--- src/rtl/spi_master_gen.sv ---
// SPI master: one DATA_W word per start request, all CPOL/CPHA modes, MSB/LSB order, SCLK divider, abort.
// Optional feature macro: SPI_LOOPBACK_EN (latched loopback routes internal mosi into the RX sampler).
module spi_master_gen #(
    parameter int  DATA_W   = 8,
    parameter int  NUM_SS   = 4,
    parameter int  DIV_W    = 8,
    localparam int SS_IDX_W = (NUM_SS > 1) ? $clog2(NUM_SS) : 1
) (
    input  logic                clk,
    input  logic                presetn,
    input  logic                start_i,
    input  logic [DATA_W-1:0]   tx_data_i,
    input  logic [SS_IDX_W-1:0] ss_sel_i,
    input  logic                cpol_i,
    input  logic                cpha_i,
    input  logic                lsb_first_i,
    input  logic [DIV_W-1:0]    clk_div_i,
    input  logic                abort_i,
    input  logic                loopback_i,
    input  logic                miso_i,
    output logic                sclk_o,
    output logic                mosi_o,
    output logic [NUM_SS-1:0]   ss_n_o,
    output logic                busy_o,
    output logic                done_o,
    output logic [DATA_W-1:0]   rx_data_o
);
    localparam int EC_W = $clog2(2*DATA_W + 1);
    localparam int BI_W = $clog2(DATA_W);
    localparam logic [EC_W-1:0] LAST_EDGE = EC_W'(2*DATA_W - 1);

    typedef enum logic [1:0] {IDLE, SETUP, XFER, HOLD} state_t;

    state_t                state_q, state_d;
    logic [DIV_W-1:0]      cnt_q, cnt_d, div_q, div_d;
    logic [EC_W-1:0]       edge_q, edge_d;
    logic [DATA_W-1:0]     tx_q, tx_d, rxsh_q, rxsh_d, rx_q, rx_d;
    logic [SS_IDX_W-1:0]   ss_q, ss_d;
    logic                  cpol_q, cpol_d, cpha_q, cpha_d, lsb_q, lsb_d;
    logic                  sclk_q, sclk_d, mosi_q, mosi_d, done_q, done_d;
    logic                  tick, rx_bit, active;

    // Edge count e maps to word bit e/2: both sampling edges and the cpha=1 shift use edge_q,
    // the cpha=0 shift (after a trailing edge) looks one edge ahead.
    function automatic logic [BI_W-1:0] bit_pos(input logic [EC_W-1:0] e, input logic lsb);
        logic [BI_W-1:0] k;
        k = BI_W'(e >> 1);
        return lsb ? k : BI_W'(DATA_W - 1) - k;
    endfunction

`ifdef SPI_LOOPBACK_EN
    logic lb_q, lb_d;
    assign rx_bit = lb_q ? mosi_q : miso_i;
`else
    logic unused_loopback;
    assign unused_loopback = loopback_i;
    assign rx_bit          = miso_i;
`endif

    assign tick   = (cnt_q == div_q);
    assign active = (state_q != IDLE);

    always_comb begin
        state_d = state_q;
        cnt_d   = (state_q == IDLE || tick) ? '0 : cnt_q + DIV_W'(1);
        div_d   = div_q;
        edge_d  = edge_q;
        tx_d    = tx_q;
        rxsh_d  = rxsh_q;
        rx_d    = rx_q;
        ss_d    = ss_q;
        cpol_d  = cpol_q;
        cpha_d  = cpha_q;
        lsb_d   = lsb_q;
        sclk_d  = sclk_q;
        mosi_d  = mosi_q;
        done_d  = 1'b0;
`ifdef SPI_LOOPBACK_EN
        lb_d    = lb_q;
`endif
        if (abort_i) begin
            state_d = IDLE;
            sclk_d  = cpol_q;
            mosi_d  = 1'b0;
        end else begin
            unique case (state_q)
                IDLE: begin
                    sclk_d = cpol_i;
                    mosi_d = 1'b0;
                    // done_q marks the completion cycle, where a new start is not accepted
                    if (start_i && !done_q) begin
                        state_d = SETUP;
                        div_d   = clk_div_i;
                        tx_d    = tx_data_i;
                        ss_d    = ss_sel_i;
                        cpol_d  = cpol_i;
                        cpha_d  = cpha_i;
                        lsb_d   = lsb_first_i;
                        edge_d  = '0;
                        rxsh_d  = '0;
                        mosi_d  = cpha_i ? 1'b0 : tx_data_i[bit_pos('0, lsb_first_i)];
`ifdef SPI_LOOPBACK_EN
                        lb_d    = loopback_i;
`endif
                    end
                end
                SETUP: if (tick) state_d = XFER;
                XFER: if (tick) begin
                    sclk_d = ~sclk_q;
                    edge_d = edge_q + EC_W'(1);
                    // even edge_q: upcoming edge is leading
                    if (~edge_q[0] ^ cpha_q)
                        rxsh_d[bit_pos(edge_q, lsb_q)] = rx_bit;
                    else if (cpha_q)
                        mosi_d = tx_q[bit_pos(edge_q, lsb_q)];
                    else if (edge_q != LAST_EDGE)
                        mosi_d = tx_q[bit_pos(edge_q + EC_W'(1), lsb_q)];
                    if (edge_q == LAST_EDGE) state_d = HOLD;
                end
                HOLD: if (tick) begin
                    state_d = IDLE;
                    rx_d    = rxsh_q;
                    done_d  = 1'b1;
                    mosi_d  = 1'b0;
                end
                default: state_d = IDLE;
            endcase
        end
    end

    always_ff @(posedge clk or negedge presetn) begin
        if (!presetn) begin
            state_q <= IDLE;
            cnt_q   <= '0;
            div_q   <= '0;
            edge_q  <= '0;
            tx_q    <= '0;
            rxsh_q  <= '0;
            rx_q    <= '0;
            ss_q    <= '0;
            cpol_q  <= 1'b0;
            cpha_q  <= 1'b0;
            lsb_q   <= 1'b0;
            sclk_q  <= 1'b0;
            mosi_q  <= 1'b0;
            done_q  <= 1'b0;
`ifdef SPI_LOOPBACK_EN
            lb_q    <= 1'b0;
`endif
        end else begin
            state_q <= state_d;
            cnt_q   <= cnt_d;
            div_q   <= div_d;
            edge_q  <= edge_d;
            tx_q    <= tx_d;
            rxsh_q  <= rxsh_d;
            rx_q    <= rx_d;
            ss_q    <= ss_d;
            cpol_q  <= cpol_d;
            cpha_q  <= cpha_d;
            lsb_q   <= lsb_d;
            sclk_q  <= sclk_d;
            mosi_q  <= mosi_d;
            done_q  <= done_d;
`ifdef SPI_LOOPBACK_EN
            lb_q    <= lb_d;
`endif
        end
    end

    // out-of-range ss_q shifts the one-hot out entirely, leaving every select high
    assign ss_n_o    = active ? ~(NUM_SS'(1) << ss_q) : '1;
    assign sclk_o    = sclk_q;
    assign mosi_o    = mosi_q;
    assign busy_o    = active;
    assign done_o    = done_q;
    assign rx_data_o = rx_q;
endmodule

--- config.mk ---
export PLATFORM = sky130hd
export DESIGN_NAME = spi_master_gen
export DESIGN_NICKNAME = d
export VERILOG_FILES = /design/src/rtl/spi_master_gen.sv
export SDC_FILE = /design/constraint.sdc
export NUM_CORES = 1
export LEC_CHECK = 0
export ABC_AREA = 1
export BUFFER_PORTS_ARGS = -buffer_cell sky130_fd_sc_hd__buf_2
export CAP_MARGIN = 10
export CORE_MARGIN = 1
export CORE_UTILIZATION = 57
export CTS_CLUSTER_DIAMETER = 100
export DETAILED_ROUTE_END_ITERATION = 12
export HOLD_SLACK_MARGIN = 0.1
export PLACE_DENSITY = 0.91
export SYNTH_ARGS = -nofsm -noshare
export SYNTH_HDL_FRONTEND = slang
export SYNTH_SLANG_ARGS = --single-unit
--- constraint.sdc ---
create_clock -name clk -period 2.35 [get_ports clk]
set_input_delay 0.235 -clock clk [delete_from_list [all_inputs] [get_ports clk]]
set_output_delay 0.235 -clock clk [all_outputs]
set_load 0.1 [all_outputs]
==> flow_summary.ini, run 1 <==
[setup_path]
cp_data_required_time_ns = 2.12
critPathSlowestCell = dfrtp_1
start_kind = register
cp_max_fo = 9
crit_type = register to primary output
crit_path_end_kind = primary output
path_cells = inv_1 -> ha_1 -> clkinv_2 -> nand3_2 -> buf_2
cp_slowest_stage_delay_ns = 0.43
crit_arrival_ns = 1.82

[die]
rows = 26
coreArea_um2 = 5170
die_x_um = 75.9
dieHeight_um = 75.9
die-area_um2 = 5770
ios = 43
initial_core_util_pct = 60.3

[synthesis]
synth_top_family_by_area = simple AND/OR/NAND/NOR gates
yosys-mux-area-fraction_pct = 1.81
synth_compound_area_share_pct = 6.54
netlist_top_cells_area = dfrtp_1, nand2_1, nand3_1, inv_1, a21oi_1
avgSynthCellArea_um2 = 7.42
synthDistinctLibCells = 30
yosys.area.top_type = dfrtp_1
synth-adder-area-share_pct = 3.21
yosys.area_share.xor_xnor_pct = 0.843
synthCells = 420
yosysSeqAreaShare_pct = 44.2
synthFlopType = dfrtp_1
synth_top_area_share_pct = 44.2
synth_seq_cells = 55
synth_edf_count = 0
yosys.area_share.simple_pct = 35.1
yosysWarnings = 0
ys_async_sr_fraction_pct = 100
synth.cell_area_um2 = 3120
synth_nets = 455

[place]
portBuffers = 41
dp_hpwl_um = 4900
dp_slack_ns = 0.377
gp_congestion = 0.865
placed_area_um2 = 3410

[timing]
setup_tns_ns = 0
maxSlewViolCount = 0
fmax_mhz = 485
worstMarginPinSlew_ns = 0.694
setup_viol_count_final = 0
period_share_pct = 87.7
slew_headroom_pct = 53.7
period_minus_slack_ns = 2.06
clock_skew_ns = 0.00972
finalHoldViolCount = 0
worst_slack_ns = 0.290
rsz0062_at_grt = no

[grt]
grt_overflow = 0
grt_pass1_wl_um = 12100
grt_max_degree = 56
antenna_found_initial = 0
grt_usage_pct = 25.7
grt_pass1_vias = 2835

[layout]
syn_to_final_growth_pct = 13.8
layout_common_cells = nand2_1, dfrtp_1, inv_1
finalInstanceArea_um2 = 3550
diodes = 0
drive_above_1_share_pct = 18.0
fin_nets = 500
layout_commonest_cell = nand2_1

[pwr]
p_leak_nw = 1.94
clkPwrFrac_pct = 15.7
pwr-share-comb_pct = 51.4
swShare_pct = 49.1
seq_power_share_pct = 32.9
internal-power_mw = 2.17
p_switching_mw = 2.09
ir_drop_uv = 791
p_per_area_nw_per_um2 = 1200

[clock_network]
cts_resized = 0
postCtsSetupBuffers = 0
h-tree-depth = 2
clock_latency_ns = 0.32
cts_root_buffer = clkbuf_8
numCtsBuffers = 5
cts_tree = done
clk_pin_slew_ns = 0.10
cts.hold.buffers_added = 1
cts.sinks = 55
ctsLongestPathBuffers = 2

[routing]
wl_met2_um = 3430
top_layer = met4
num_vias = 2913
dr.first_iter.drc_count = 222
wl_per_cell_um = 12.7
firstDrtPassIters = 5
wl_met1_um = 2920
post-route-drc-count = 0
antenna_left = 0
met3_length_um = 331
wirelength_um = 6820
viasPerCell = 5.43

[run]
cap_violations = 0

[run_status]
status = completed

[worst_hold_path]
hold_class = input pin to register
[critical path, delay by kind of cell (launching register included)]
kind	cells	cell delay (ns)
buffers and inverters	3	0.73
AND/OR/NAND/NOR	1	0.10
flip-flops	1	0.43
adder cells (fa/ha/maj)	1	0.25
[cell usage after synthesis (5+ instances only)]
master	number
nand3_1	45
dfrtp_1	55
nand2_2	5
o21ai_0	7
mux2_2	5
clkbuf_1	5
nand4_1	13
ha_1	8
nand2_1	144
inv_1	52
a21oi_1	20
nor2_1	26
[logic make-up after synthesis]
| group | count (synthesis) |
|---|---|
| and+or+nand+nor | 249 |
| DFF | 55 |
| AOI/OAI and AO/OA | 35 |
| adders and majority gates | 8 |
| muxes | 5 |
| xor gates and xnor gates | 3 |
| buffers and inverters | 65 |
[flip-flops by register name, indices dropped and copies added (netlist names)]
name,count
mosi_o,1
ss_q,2
tx_q,8
edge_q,5
div_q,8
rxsh_q,8
rx_data_o,8
cnt_q,8
cpha_q,1
done_o,1
state_q,2
lsb_q,1
sclk_o,1
cpol_q,1
[routing by layer]
| metal | global-route usage, % | vias to the layer above |
|---|---|---|
| li1 | - | 1427 |
| met1 | 31.2 | 1371 |
| met2 | 45.8 | 97 |
| met3 | 4.34 | 18 |
| met4 | 9.42 | 0 |
| met5 | 0 | - |
[final cells by class]
| cell class | instances | area (um2) |
|---|---|---|
| clock buffer | 6 | 82.6 |
| sequential | 55 | 1380 |
| multi-input combinational | 300 | 1500 |
| clock inverter | 2 | 38.8 |
| fill | 394 | 1630 |
| timing repair buffer | 46 | 245 |
| inverter | 57 | 215 |
| tap | 70 | 87.6 |
[stage by stage]
step / power (mW) / instances / hold WS [ns] / utilization, %
floorplan: 3.13 / 420 / -0.0606 / -
global placement: 3.46 / 527 / 0.397 / 66.0
detailed placement: 3.56 / 527 / 0.406 / 66.0
CTS: 4.26 / 536 / 0.141 / 68.6
global route: 4.59 / 536 / 0.136 / 68.6
finish: 4.26 / 536 / 0.147 / 68.6
[path summary, 6_finish.rpt]
| path | from | endpoint | slack [ns] | cells after the start |
|---|---|---|---|---|
| min in group asynchronous | presetn | tx_q[1] | 0.57 | 3 |
| worst max-delay path | state_q[0] | ss_n_o[0] | 0.29 | 5 |
| worst min-delay path | tx_data_i[6] | tx_q[6] | 0.15 | 2 |
| worst max register to register | state_q[0] | rxsh_q[7] | 0.30 | 8 |
| worst min register to register | rxsh_q[6] | rx_data_o[6] | 0.48 | 2 |
| max in group asynchronous | presetn | rxsh_q[3] | 1.30 | 3 |
[power by group through the flow]
stage	Sequential, mW	Clock [mW]	Combinational (mW)
after floorplan	1.44	0	1.69
after global placement	1.40	0	2.07
after detailed placement	1.42	0	2.15
after CTS	1.40	0.685	2.18
after global routing	1.43	0.716	2.44
final	1.40	0.669	2.19
No activity file was read; power rests on OpenSTA's default activity.
==> run 2, diff against run 1 <==
==> constraint.sdc (replaced) <==
create_clock -name clk -period 2.35 [get_ports clk]
set_input_delay 0.235 -clock clk [delete_from_list [all_inputs] [get_ports clk]]
set_output_delay 0.235 -clock clk [all_outputs]
set_load 0.01 [all_outputs]
==> run 2 against run 1 <==
Net effect: sequential power barely moved; highest routed layer unchanged; power decreased by 11%; clock skew increased by 0.0035 ns; die area stayed put; clock power down 7.6%; sequential share of layout area rose by 0.40 points; critical path depth up 4; non-clock buffer count unchanged; clock-buffer cell count shrank 1; utilization down 0.70 points.
==> flow_summary.ini, run 2 (synthesis results as in run 1) <==
[layout]
drive_above_1_share_pct = 16.8
fill_cells = 395
final_cell_count_no_fill = 535
fin_nets = 500
syn_to_final_growth_pct = 12.6
layout_common_cells = nand2_1, dfrtp_1, inv_1
layout_commonest_cell = nand2_1
diodes = 0

[routing]
wirelength_um = 6880
post-route-drc-count = 0
antenna_left = 0
wl_per_cell_um = 12.9
viasPerCell = 5.47
num_vias = 2925
firstDrtPassIters = 5
dr.first_iter.drc_count = 265

[clock_network]
ctsLongestPathBuffers = 2
cts_tree = done
numCtsBuffers = 5
postCtsSetupBuffers = 0
cts_root_buffer = clkbuf_8
clk_pin_slew_ns = 0.10
clock_latency_ns = 0.31
cts.sinks = 55
h-tree-depth = 2

[pwr]
seq_power_share_pct = 36.7
p_per_area_nw_per_um2 = 1080
ir_drop_uv = 621
swShare_pct = 44.3
p_leak_nw = 1.92
clkPwrFrac_pct = 16.3
internal-power_mw = 2.12
p_switching_mw = 1.68
pwr-share-comb_pct = 47.0

[setup_path]
crit_arrival_ns = 2.18
startpoint = state_q[0]
start_kind = register
r2r_slack_ns = 0.37
crit_type = register to register
cp_data_required_time_ns = 2.55
crit_path_end_kind = register
cp_max_fo = 11
worstReg2RegStart = state_q[0]

[place]
place_inst = 527
dp_hpwl_um = 5030
portBuffers = 41
gp_congestion = 0.846

[die]
dieHeight_um = 75.9
die_x_um = 75.9
ios = 43
die-area_um2 = 5770
coreArea_um2 = 5170
rows = 26
initial_core_util_pct = 60.3

[timing]
clock_skew_ns = 0.0132
maxSlewViolCount = 0
slew_headroom_pct = 54.0
setup_viol_count_final = 0
hold_slack_ns = 0.165
rsz0062_at_grt = no
fmax_mhz = 504
worstMarginPinSlew_ns = 0.691
finalHoldViolCount = 0
period_share_pct = 84.4
setup_tns_ns = 0
period_minus_slack_ns = 1.98

[worst_hold_path]
worstHoldStart = tx_data_i[6]
hold_class = input pin to register

[grt]
grt_max_degree = 56
grt_usage_pct = 25.9
grt_pass1_vias = 2929
grt_pass1_wl_um = 12100
antenna_found_initial = 0
grt_overflow = 0

[run]
cap_violations = 0

[run_status]
status = completed
## run 2: cell count changes in the layout (fill, tap and decap cells not counted), sizes merged
cell / change
inv: -1
clkinvlp: +1
clkbuf: -1
## run 2: power by group through the flow
stage / Combinational [mW] / Clock, mW / Sequential (mW)
floorplan: 1.40 / 0 / 1.35
global placement: 1.67 / 0 / 1.39
detailed placement: 1.76 / 0 / 1.41
CTS: 1.78 / 0.627 / 1.39
global route: 2.04 / 0.662 / 1.42
finish: 1.79 / 0.618 / 1.40
## run 2: area by class of cell
type	instances	area (um2)	share of cell area, %
clock buffers	5	68.8	1.96
clock inverters	2	37.5	1.07
inverters	57	214	6.10
multi-input cells	300	1480	42.2
flip-flops and latches	55	1380	39.2
well taps	70	87.6	2.50
repair buffers	46	245	6.99
## run 2: per-layer routing
layer,track usage [%],up-vias,routed length [um]
met5,0,-,0
met4,13.1,0,257
met3,3.61,26,246
met2,48.5,86,3600
met1,28.3,1389,2770
li1,-,1424,-
## run 2: what timing repair did
action	4_1_cts	5_1_grt
hold buffers	1	0
endpoints found under the hold margin	55	0
gates resized for setup	0	0
## run 2: stage by stage
step | power (mW) | setup WS [ns] | util, % | area [um2]
6_report | 3.80 | 0.367 | 67.9 | 3510
5_1_grt | 4.12 | 0.171 | 67.9 | 3510
3_5_place_dp | 3.17 | 0.393 | 65.6 | 3390
4_1_cts | 3.79 | 0.367 | 67.9 | 3510
2_1_floorplan | 2.75 | 0.682 | - | 3120
3_3_place_gp | 3.06 | 0.469 | 65.6 | 3390
## run 2: worst paths after layout
path	to	depth (start not counted)
worst min-delay path	tx_q[6]	2
worst max register to register	rxsh_q[1]	9
min in group asynchronous	tx_q[3]	3
worst max-delay path	rxsh_q[1]	9
worst min register to register	rx_data_o[6]	2
max in group asynchronous	rx_data_o[1]	3
## run 2: critical path, cell delays in order, from the launching register on
cell and delay, ns:
dfrtp_1 0.42, inv_1 0.12, ha_1 0.23, clkinv_1 0.26, nor2_1 0.28, nor2_1 0.08
nand3_2 0.25, nor2_4 0.10, nand3_1 0.09, nand2_1 0.05
